`config.mk`:
```
export PLATFORM = sky130hd
export DESIGN_NAME = mm_tx_byte_out_flat
export DESIGN_NICKNAME = d
export VERILOG_FILES = /design/src/rtl/mm_tx_pkg.sv /design/src/rtl/mm_tx_byte_out_if.sv /design/src/rtl/mm_crc32_step.sv /design/src/rtl/mm_tx_byte_out.sv /design/src/flat_wrapper.sv
export SDC_FILE = /design/constraint.sdc
export NUM_CORES = 1
export LEC_CHECK = 0
export ABC_AREA = 0
export CORE_UTILIZATION = 50
export CTS_CLUSTER_DIAMETER = 30
export CTS_CLUSTER_SIZE = 10
export DETAILED_ROUTE_END_ITERATION = 8
export PLACE_DENSITY_LB_ADDON = 0.12
export SKIP_LAST_GASP = 1
export SLEW_MARGIN = 40
export SYNTH_ARGS = -nofsm -noshare
export SYNTH_HDL_FRONTEND = slang
export SYNTH_SLANG_ARGS = --single-unit
```
`constraint.sdc`:
```
create_clock -name clk -period 7.7 [get_ports clk]
set_clock_uncertainty 0.05 [all_clocks]
set_input_delay 1.155 -clock clk [delete_from_list [all_inputs] [get_ports clk]]
set_output_delay 1.155 -clock clk [all_outputs]
set_load 0.005 [all_outputs]
```
`src/rtl/mm_tx_pkg.sv`:
```
// rtl/mm_tx_pkg.sv - shared types and constants for the MAC merge transmit byte stage
package mm_tx_pkg;

    typedef enum logic [1:0] {
        ST_IDLE = 2'd0,
        ST_DATA = 2'd1,
        ST_MCRC = 2'd2,
        ST_CPLT = 2'd3
    } tx_state_t;

    localparam logic [31:0] CRC_POLY_REFL    = 32'hEDB88320;
    localparam logic [31:0] MCRC_XOR_DEFAULT = 32'h0000FFFF;
    localparam logic [31:0] CRC_INIT_DEFAULT = 32'hFFFFFFFF;

    localparam logic [7:0] PREAMBLE = 8'h55;
    localparam logic [7:0] SMD_E    = 8'hD5;
    localparam logic [7:0] SMD_S0   = 8'hE6;
    localparam logic [7:0] SMD_S1   = 8'h4C;
    localparam logic [7:0] SMD_S2   = 8'h7F;
    localparam logic [7:0] SMD_S3   = 8'hB3;
    localparam logic [7:0] SMD_C0   = 8'h61;
    localparam logic [7:0] SMD_C1   = 8'h52;
    localparam logic [7:0] SMD_C2   = 8'h2A;
    localparam logic [7:0] SMD_C3   = 8'h9E;

    // mCRC goes out least significant byte first
    function automatic logic [7:0] mcrc_byte(input logic [31:0] m, input logic [1:0] idx);
        logic [31:0] s;
        s = m >> {idx, 3'b000};
        return s[7:0];
    endfunction

endpackage

```
`src/rtl/mm_tx_byte_out_if.sv`:
```
// rtl/mm_tx_byte_out_if.sv - request/response and RS-side signals of the transmit byte stage
interface mm_tx_byte_out_if;
    logic       byte_valid;
    logic [7:0] byte_data;
    logic       byte_crc_en;
    logic       byte_crc_init;
    logic       byte_ready;
    logic       byte_sent;
    logic       mcrc_req;
    logic       mcrc_sent;
    logic       cplt_req;
    logic       data_complete_sent;
    logic       phy_ready;
    logic [7:0] txd;
    logic       tx_en;

    modport slave (
        input  byte_valid, byte_data, byte_crc_en, byte_crc_init, mcrc_req, cplt_req, phy_ready,
        output byte_ready, byte_sent, mcrc_sent, data_complete_sent, txd, tx_en
    );

    modport master (
        output byte_valid, byte_data, byte_crc_en, byte_crc_init, mcrc_req, cplt_req, phy_ready,
        input  byte_ready, byte_sent, mcrc_sent, data_complete_sent, txd, tx_en
    );
endinterface

```
`src/rtl/mm_crc32_step.sv`:
```
// rtl/mm_crc32_step.sv - one byte of reflected CRC32, LSB first
module mm_crc32_step
    import mm_tx_pkg::*;
(
    input  logic [31:0] crc_in,
    input  logic [7:0]  data,
    output logic [31:0] crc_out
);

    logic [31:0] c;

    always_comb begin
        c = crc_in ^ {24'd0, data};
        for (int i = 0; i < 8; i++) begin
            c = c[0] ? ((c >> 1) ^ CRC_POLY_REFL) : (c >> 1);
        end
        crc_out = c;
    end

endmodule

```
`src/rtl/mm_tx_byte_out.sv`:
```
// rtl/mm_tx_byte_out.sv - byte output stage: holding register, running CRC, mCRC append, frame end
module mm_tx_byte_out
    import mm_tx_pkg::*;
#(
    parameter logic [31:0] MCRC_XOR = MCRC_XOR_DEFAULT,
    parameter logic [31:0] CRC_INIT = CRC_INIT_DEFAULT
)(
    input  logic            clk,
    input  logic            reset_begin,
    mm_tx_byte_out_if.slave bus
);

    tx_state_t   state;
    logic        hold_full;
    logic [7:0]  hold_data;
    logic        hold_crc_en;
    logic        hold_crc_init;
    logic [31:0] crc;
    logic [31:0] mcrc_val;
    logic [1:0]  mcrc_cnt;
    logic        mcrc_pend;
    logic        cplt_pend;
    logic        cplt_phase;
    logic        dcs_q;

    logic [31:0] crc_base;
    logic [31:0] crc_step_out;
    logic [31:0] crc_next;
    logic        consume;
    logic        ready_c;
    logic        load;
    logic        empty_next;
    logic        want_mcrc;
    logic        want_cplt;

    assign crc_base = hold_crc_init ? CRC_INIT : crc;

    mm_crc32_step u_step (
        .crc_in  (crc_base),
        .data    (hold_data),
        .crc_out (crc_step_out)
    );

    // Once an end request is pending no further bytes are taken
    assign consume    = (state == ST_DATA) && hold_full && bus.phy_ready;
    assign ready_c    = (state == ST_IDLE) ||
                        ((state == ST_DATA) && (!hold_full || consume) && !mcrc_pend && !cplt_pend);
    assign load       = bus.byte_valid && ready_c;
    assign empty_next = (!hold_full || consume) && !load;
    assign want_mcrc  = mcrc_pend || bus.mcrc_req;
    assign want_cplt  = (cplt_pend || bus.cplt_req) && !want_mcrc;

    always_comb begin
        crc_next = crc;
        if (consume) begin
            if (hold_crc_init) begin
                crc_next = hold_crc_en ? crc_step_out : CRC_INIT;
            end else if (hold_crc_en) begin
                crc_next = crc_step_out;
            end
        end
    end

    assign bus.byte_ready         = ready_c;
    assign bus.byte_sent          = consume || ((state == ST_MCRC) && bus.phy_ready);
    assign bus.mcrc_sent          = (state == ST_MCRC) && bus.phy_ready && (mcrc_cnt == 2'd3);
    assign bus.tx_en              = (state == ST_DATA) || (state == ST_MCRC);
    assign bus.txd                = (state == ST_DATA) ? hold_data :
                                    (state == ST_MCRC) ? mcrc_byte(mcrc_val, mcrc_cnt) : 8'h00;
    assign bus.data_complete_sent = dcs_q;

    always_ff @(posedge clk or posedge reset_begin) begin
        if (reset_begin) begin
            state         <= ST_IDLE;
            hold_full     <= 1'b0;
            hold_data     <= 8'h00;
            hold_crc_en   <= 1'b0;
            hold_crc_init <= 1'b0;
            crc           <= CRC_INIT;
            mcrc_val      <= 32'h0;
            mcrc_cnt      <= 2'd0;
            mcrc_pend     <= 1'b0;
            cplt_pend     <= 1'b0;
            cplt_phase    <= 1'b0;
            dcs_q         <= 1'b0;
        end else begin
            dcs_q <= 1'b0;
            crc   <= crc_next;

            if (load) begin
                hold_data     <= bus.byte_data;
                hold_crc_en   <= bus.byte_crc_en;
                hold_crc_init <= bus.byte_crc_init;
                hold_full     <= 1'b1;
            end else if (consume) begin
                hold_full <= 1'b0;
            end

            case (state)
                ST_IDLE: begin
                    if (load) begin
                        state     <= ST_DATA;
                        mcrc_pend <= bus.mcrc_req;
                        cplt_pend <= bus.cplt_req && !bus.mcrc_req;
                    end else if (bus.cplt_req) begin
                        state      <= ST_CPLT;
                        cplt_phase <= 1'b0;
                    end
                end
                ST_DATA: begin
                    // mCRC covers every byte up to and including the one leaving now
                    if (want_mcrc && empty_next) begin
                        state     <= ST_MCRC;
                        mcrc_val  <= ~crc_next ^ MCRC_XOR;
                        mcrc_cnt  <= 2'd0;
                        mcrc_pend <= 1'b0;
                        cplt_pend <= 1'b0;
                    end else if (want_cplt && empty_next) begin
                        state      <= ST_CPLT;
                        cplt_phase <= 1'b0;
                        mcrc_pend  <= 1'b0;
                        cplt_pend  <= 1'b0;
                    end else begin
                        mcrc_pend <= want_mcrc;
                        cplt_pend <= want_cplt;
                    end
                end
                ST_MCRC: begin
                    if (bus.phy_ready) begin
                        mcrc_cnt <= mcrc_cnt + 2'd1;
                        if (mcrc_cnt == 2'd3) begin
                            state      <= ST_CPLT;
                            cplt_phase <= 1'b0;
                        end
                    end
                end
                ST_CPLT: begin
                    if (!cplt_phase) begin
                        cplt_phase <= 1'b1;
                        dcs_q      <= 1'b1;
                    end else begin
                        state <= ST_IDLE;
                    end
                end
            endcase
        end
    end

endmodule
```
`src/flat_wrapper.sv`:
```
// flat-port wrapper written by rule: the top's interface ports become plain ports
module mm_tx_byte_out_flat import mm_tx_pkg::*;
#(
    parameter logic [31:0] MCRC_XOR = MCRC_XOR_DEFAULT,
    parameter logic [31:0] CRC_INIT = CRC_INIT_DEFAULT
)
  (clk, reset_begin, bus_byte_valid, bus_byte_data, bus_byte_crc_en, bus_byte_crc_init, bus_mcrc_req, bus_cplt_req, bus_phy_ready, bus_byte_ready, bus_byte_sent, bus_mcrc_sent, bus_data_complete_sent, bus_txd, bus_tx_en);
  mm_tx_byte_out_if bus_i ();
  input  logic clk;
  input  logic reset_begin;
  input wire logic [$bits(bus_i.byte_valid)-1:0] bus_byte_valid;
  input wire logic [$bits(bus_i.byte_data)-1:0] bus_byte_data;
  input wire logic [$bits(bus_i.byte_crc_en)-1:0] bus_byte_crc_en;
  input wire logic [$bits(bus_i.byte_crc_init)-1:0] bus_byte_crc_init;
  input wire logic [$bits(bus_i.mcrc_req)-1:0] bus_mcrc_req;
  input wire logic [$bits(bus_i.cplt_req)-1:0] bus_cplt_req;
  input wire logic [$bits(bus_i.phy_ready)-1:0] bus_phy_ready;
  output wire logic [$bits(bus_i.byte_ready)-1:0] bus_byte_ready;
  output wire logic [$bits(bus_i.byte_sent)-1:0] bus_byte_sent;
  output wire logic [$bits(bus_i.mcrc_sent)-1:0] bus_mcrc_sent;
  output wire logic [$bits(bus_i.data_complete_sent)-1:0] bus_data_complete_sent;
  output wire logic [$bits(bus_i.txd)-1:0] bus_txd;
  output wire logic [$bits(bus_i.tx_en)-1:0] bus_tx_en;
  assign bus_i.byte_valid = bus_byte_valid;
  assign bus_i.byte_data = bus_byte_data;
  assign bus_i.byte_crc_en = bus_byte_crc_en;
  assign bus_i.byte_crc_init = bus_byte_crc_init;
  assign bus_i.mcrc_req = bus_mcrc_req;
  assign bus_i.cplt_req = bus_cplt_req;
  assign bus_i.phy_ready = bus_phy_ready;
  assign bus_byte_ready = bus_i.byte_ready;
  assign bus_byte_sent = bus_i.byte_sent;
  assign bus_mcrc_sent = bus_i.mcrc_sent;
  assign bus_data_complete_sent = bus_i.data_complete_sent;
  assign bus_txd = bus_i.txd;
  assign bus_tx_en = bus_i.tx_en;
  mm_tx_byte_out #(.MCRC_XOR(MCRC_XOR), .CRC_INIT(CRC_INIT)) u_core (.clk(clk), .reset_begin(reset_begin), .bus(bus_i));
endmodule
```
Word-level counts from Yosys, hierarchy flattened
Index checks and enable logic that the tools add are counted.
Widths: inputs -> output; s select.
{"block": "classes", "addsub": 1, "n_mux": 45, "eq_ne": 15, "n_lt_le_gt_ge": 0, "div_mod_pow": 0, "shifts": 1, "n_mul": 0, "n_reduce_logical": 34, "bitwise_logic": 11}
{"cell": "$mux 32", "count": 13}
{"cell": "$not 13->14", "count": 8}
{"cell": "$not 32->32", "count": 1}
{"cell": "$shr 32x5->8", "count": 1}
{"cell": "$xor 32x8->32", "count": 1}
{"cell": "$mux 2", "count": 9}
{"cell": "$mux 1", "count": 16}
{"cell": "$mux 8", "count": 2}
{"cell": "$not 16->16", "count": 1}
{"cell": "$ne 2x2->1 const B", "count": 7}
{"cell": "$logic_and 1x1->1", "count": 13}
{"cell": "$pmux 2 s4", "count": 1}
{"cell": "$eq 2x2->1 const B", "count": 3}
{"cell": "$logic_not 1->1", "count": 6}
{"cell": "$logic_or 1x1->1", "count": 6}
{"cell": "$reduce_and 6->1", "count": 1}
{"cell": "$reduce_bool 2->1", "count": 3}
{"cell": "$reduce_and 5->1", "count": 1}
{"cell": "$ne 2x1->1 const B", "count": 2}
{"cell": "$pmux 1 s2", "count": 2}
{"cell": "$pmux 1 s4", "count": 1}
{"cell": "$pmux 2 s2", "count": 1}
{"cell": "$reduce_and 2->1", "count": 2}
{"cell": "$ne 3x2->1 const B", "count": 1}
{"cell": "other kinds (5)", "count": 5}
{"block": "totals", "word_cells": 119, "latch_bits": 0, "mem_bits_ro": 0, "output_inout_bits": 13, "memories": 0, "ram_bits": 0, "regBits": 83, "inputBits": 16}

Logic depth before layout (Yosys ltp)
{"block": "logic_depth", "ltp_word": 23, "mapped_depth": 11, "ltp_nobuf": 8}

Hierarchy
A second synthesis with hierarchy kept.
{"block": "unflattened", "hier_cells": 393, "hier_area_um2": 4870.9}
{"mod": "mm_tx_byte_out", "instances": 1, "cells_each": 320, "seq_area_each_um2": 2117.0, "area_per_inst_um2": 4050.1}
{"mod": "mm_crc32_step", "instances": 1, "cells_each": 73, "seq_area_each_um2": 0.0, "area_per_inst_um2": 820.8}

Worst setup path after synthesis
Ideal clock, no wire load.
{"block": "synth_path", "path_kind": "in2out", "startpoint": "in bus_phy_ready", "endpoint": "out bus_byte_ready", "arrival_time_ns": 1.853, "setup_slack_ns": 4.642, "path_buffers": 1, "stages": 4, "required_ns": 6.495, "path_cell_list": "clkbuf_1 -> nand2b_1 -> nand2_1 -> o31ai_1"}
{"block": "synth_via", "elab_chain_len": 6}
{"item": "start, declared", "line": "flat_wrapper.sv:17", "text": "input wire logic [$bits(bus_i.phy_ready)-1:0] bus_phy_ready;"}
{"item": "$logic_and 1x1->1", "line": "mm_tx_byte_out.sv:45", "text": "assign consume = (state == ST_DATA) && hold_full && bus.phy_ready;"}
{"item": "$logic_or 1x1->1", "line": "mm_tx_byte_out.sv:47", "text": "((state == ST_DATA) && (!hold_full || consume) && !mcrc_pend && !cplt_pend);"}
{"item": "$logic_and 1x1->1 (3 in series)", "line": "mm_tx_byte_out.sv:47"}
{"item": "$logic_or 1x1->1", "line": "mm_tx_byte_out.sv:46", "text": "assign ready_c = (state == ST_IDLE) ||"}
{"item": "end, declared", "line": "flat_wrapper.sv:18", "text": "output wire logic [$bits(bus_i.byte_ready)-1:0] bus_byte_ready;"}
No other way between the ends.

Final worst setup path
{"block": "layout_path", "startpoint": "in bus_phy_ready", "endpoint": "out bus_byte_sent"}
{"block": "layout_via", "elab_chain_len": 2, "word_cells_on_any_way": 3, "classes_between": "reduce/logical (3)"}
{"item": "$logic_and 1x1->1, on equally long branches", "line": "mm_tx_byte_out.sv:45, mm_tx_byte_out.sv:65"}
{"item": "$logic_or 1x1->1 *", "line": "mm_tx_byte_out.sv:65", "text": "assign bus.byte_sent = consume || ((state == ST_MCRC) && bus.phy_ready);"}
{"item": "end, declared", "line": "flat_wrapper.sv:19", "text": "output wire logic [$bits(bus_i.byte_sent)-1:0] bus_byte_sent;"}
Every way passes the cells marked *; elsewhere a longest branch is shown, timed or not.

==> flow_summary.ini <==
[sta]
rsz0062_at_grt = no
fmax_ghz = 0.243
setup_tns_ns = 0
worst_pin_slew_ns = 0.777
setup_violations = 0
maxSlewViolCount = 0
finalHoldViolCount = 0
min_period_ns = 4.11
maxSlewHeadroom_pct = 48.2
period_share_pct = 53.4
finalWorstSetupSlack_ns = 3.59

[status]
status = complete, no violations

[yosys]
netlist_area_sq_um = 5250
synth_top_cell_by_area = dfrtp_1
synth_edf_count = 0
avgSynthCellArea_sq_um = 10.3
yosysUniqueCellTypes = 61
ys.flop_type = dfrtp_1
ys_ff_latch = 83
ys_warn_count = 0
ys_seq_area_share_pct = 40.3
syn_nets = 533
async_flop_share_pct = 100
ys_top_cells_by_area = dfrtp_1 (24%), dfstp_2 (16%), xnor2_1 (8.2%)
synth.top_cell.area_share_pct = 24.3
syn_inst = 511

[critical_path]
worstSetupStartpointType = input port
crit_path_max_fanout = 11
crit_required_ns = 6.49
path_class = input port to output port
worstSetupStartpoint = bus_phy_ready
endpoint_kind = output port
r2r_start = u_core.state[1]
r2r_slack_ns = 4.58
arrival_ns = 2.90
r2r_cells = 9

[finish]
design_area_sq_um = 5770
syn2layout_area_growth_pct = 9.82
fillers = 904
nNetsFinal = 537
final_cell_mix = nor2_1 (75), dfrtp_1 (51), xnor2_1 (49), nand2_1 (35), a21oi_1 (34)
layout_commonest_cell = nor2_1
final_layout_size_suffix_gt1_share_pct = 19.8
diodes = 0

[detailed_routing]
ant_nets = 0
vias = 3760
viasPerCell = 5.73
finalWirelength_um = 12400
drt_iter0_drc = 253
first_pass_iters = 5
drc = 0
drt-wirelength-per-cell_um = 19.0

[die]
dieArea_sq_um = 10900
die_w_um = 104
core_sq_um = 10200
die_h_um = 104
initial_core_util_pct = 51.3
num_rows = 37
io_pins = 29

[clock_network]
cts_setup_buffers = 0
cts_htree_levels = 3
cts_buffers = 9
post_cts_resized = 0
clock_sink_count = 83
insertion_delay_ns = 0.37
clk_pin_slew_ns = 0.08
cts_hold_buf = 0
cts_buffer_depth = 2
root_buffer = clkbuf_8
cts_tree = yes

[run]
maxCapViolations = 0

[min_path]
whs_path_depth = 1
hp-class = register to register
worstHoldStart = u_core.cplt_phase

[placed_design]
io_buffers = 28
dpl_cell_area_sq_um = 5570
place_congestion = 0.799
place_ws_ns = 3.57
place_hpwl_um = 8570

[global_routing]
grt_max_degree = 47
grt.overflow.total = 0
grt_pass1_vias = 3735
antenna_found_initial = 0
groute.usage.overall_pct = 24.6
grt_pass1_wl_um = 20300
-- kinds of logic (layout without fill, tap and decap cells) --
kind of cell | Yosys count | in the layout | synth area share [%]
and+or+nand+nor | 145 | 145 | 11.9
AOI/OAI and AO/OA | 114 | 114 | 14.8
DFF | 83 | 83 | 40.3
xor gates and xnor gates | 81 | 81 | 18.8
buffers and inverters | 50 | 59 | 4.17
muxes | 32 | 32 | 8.53
adders and majority gates | 6 | 6 | 1.43
-- final timing paths --
path | end
max reg2reg | u_core.mcrc_val[19]
min reg2reg | u_core.bus.data_complete_sent
min | u_core.bus.data_complete_sent
max in group asynchronous | u_core.crc[22]
max | bus_byte_sent
min in group asynchronous | u_core.mcrc_val[23]
-- critical path, cell delays in order --
cell             delay, ns
clkdlybuf4s50_1       0.63
and3_1                0.48
a21o_1                0.14
clkdlybuf4s50_1       0.50
-- per-stage QoR --
step           hold WS (ns)  std cells  util, %
2_1_floorplan         0.359        511        -
3_3_place_gp          0.382        640     54.4
3_5_place_dp          0.381        640     54.4
4_1_cts               0.399        656     56.3
5_1_grt               0.409        656     56.4
6_report              0.397        656     56.4
-- layout make-up --
class                      instances  area [sq um]  share of cell area (%)
clock buffer                      11           141                    2.45
tap                              136           170                    2.95
multi-input combinational        378          2930                    50.7
clock inverter                     5          52.6                   0.911
inverter                           9          35.0                   0.608
sequential                        83          2120                    36.7
timing repair buffer              34           325                    5.64
-- Yosys cell counts (4+ instances only) --
library cell	number
nand3_1	4
mux2_2	22
a22o_1	8
dfstp_2	32
o22a_1	4
dfrtp_1	51
nor3_1	9
ha_1	6
and3_1	5
buf_2	14
inv_1	8
and2_1	4
clkbuf_1	20
o21ai_0	14
nor2_1	75
xor2_1	11
xor3_1	5
o31ai_1	6
nand2_1	35
xnor2_1	49
o22ai_1	5
xnor3_1	12
a21oi_1	34
o21ai_1	9
mux4_2	8
-- flip-flops by register name, indices dropped and copies added (netlist names), 2 cells and up --
signal	flops
u_core.hold_data	8
u_core.mcrc_cnt	2
u_core.state	2
u_core.crc	32
u_core.mcrc_val	32
-- per-layer routing --
metal,GRT usage (%),wire length (um),part of all wire (%),vias to the layer above
met5,0,0,0,-
li1,-,-,-,1779
met2,37.7,5770,46,98
met4,6.33,249,2.0,0
met1,34.7,5820,47,1860
met3,6.14,596,4.8,23
Power is not shown: default switching activity piles up to over one toggle a cycle in this logic, so the estimate is an artifact.
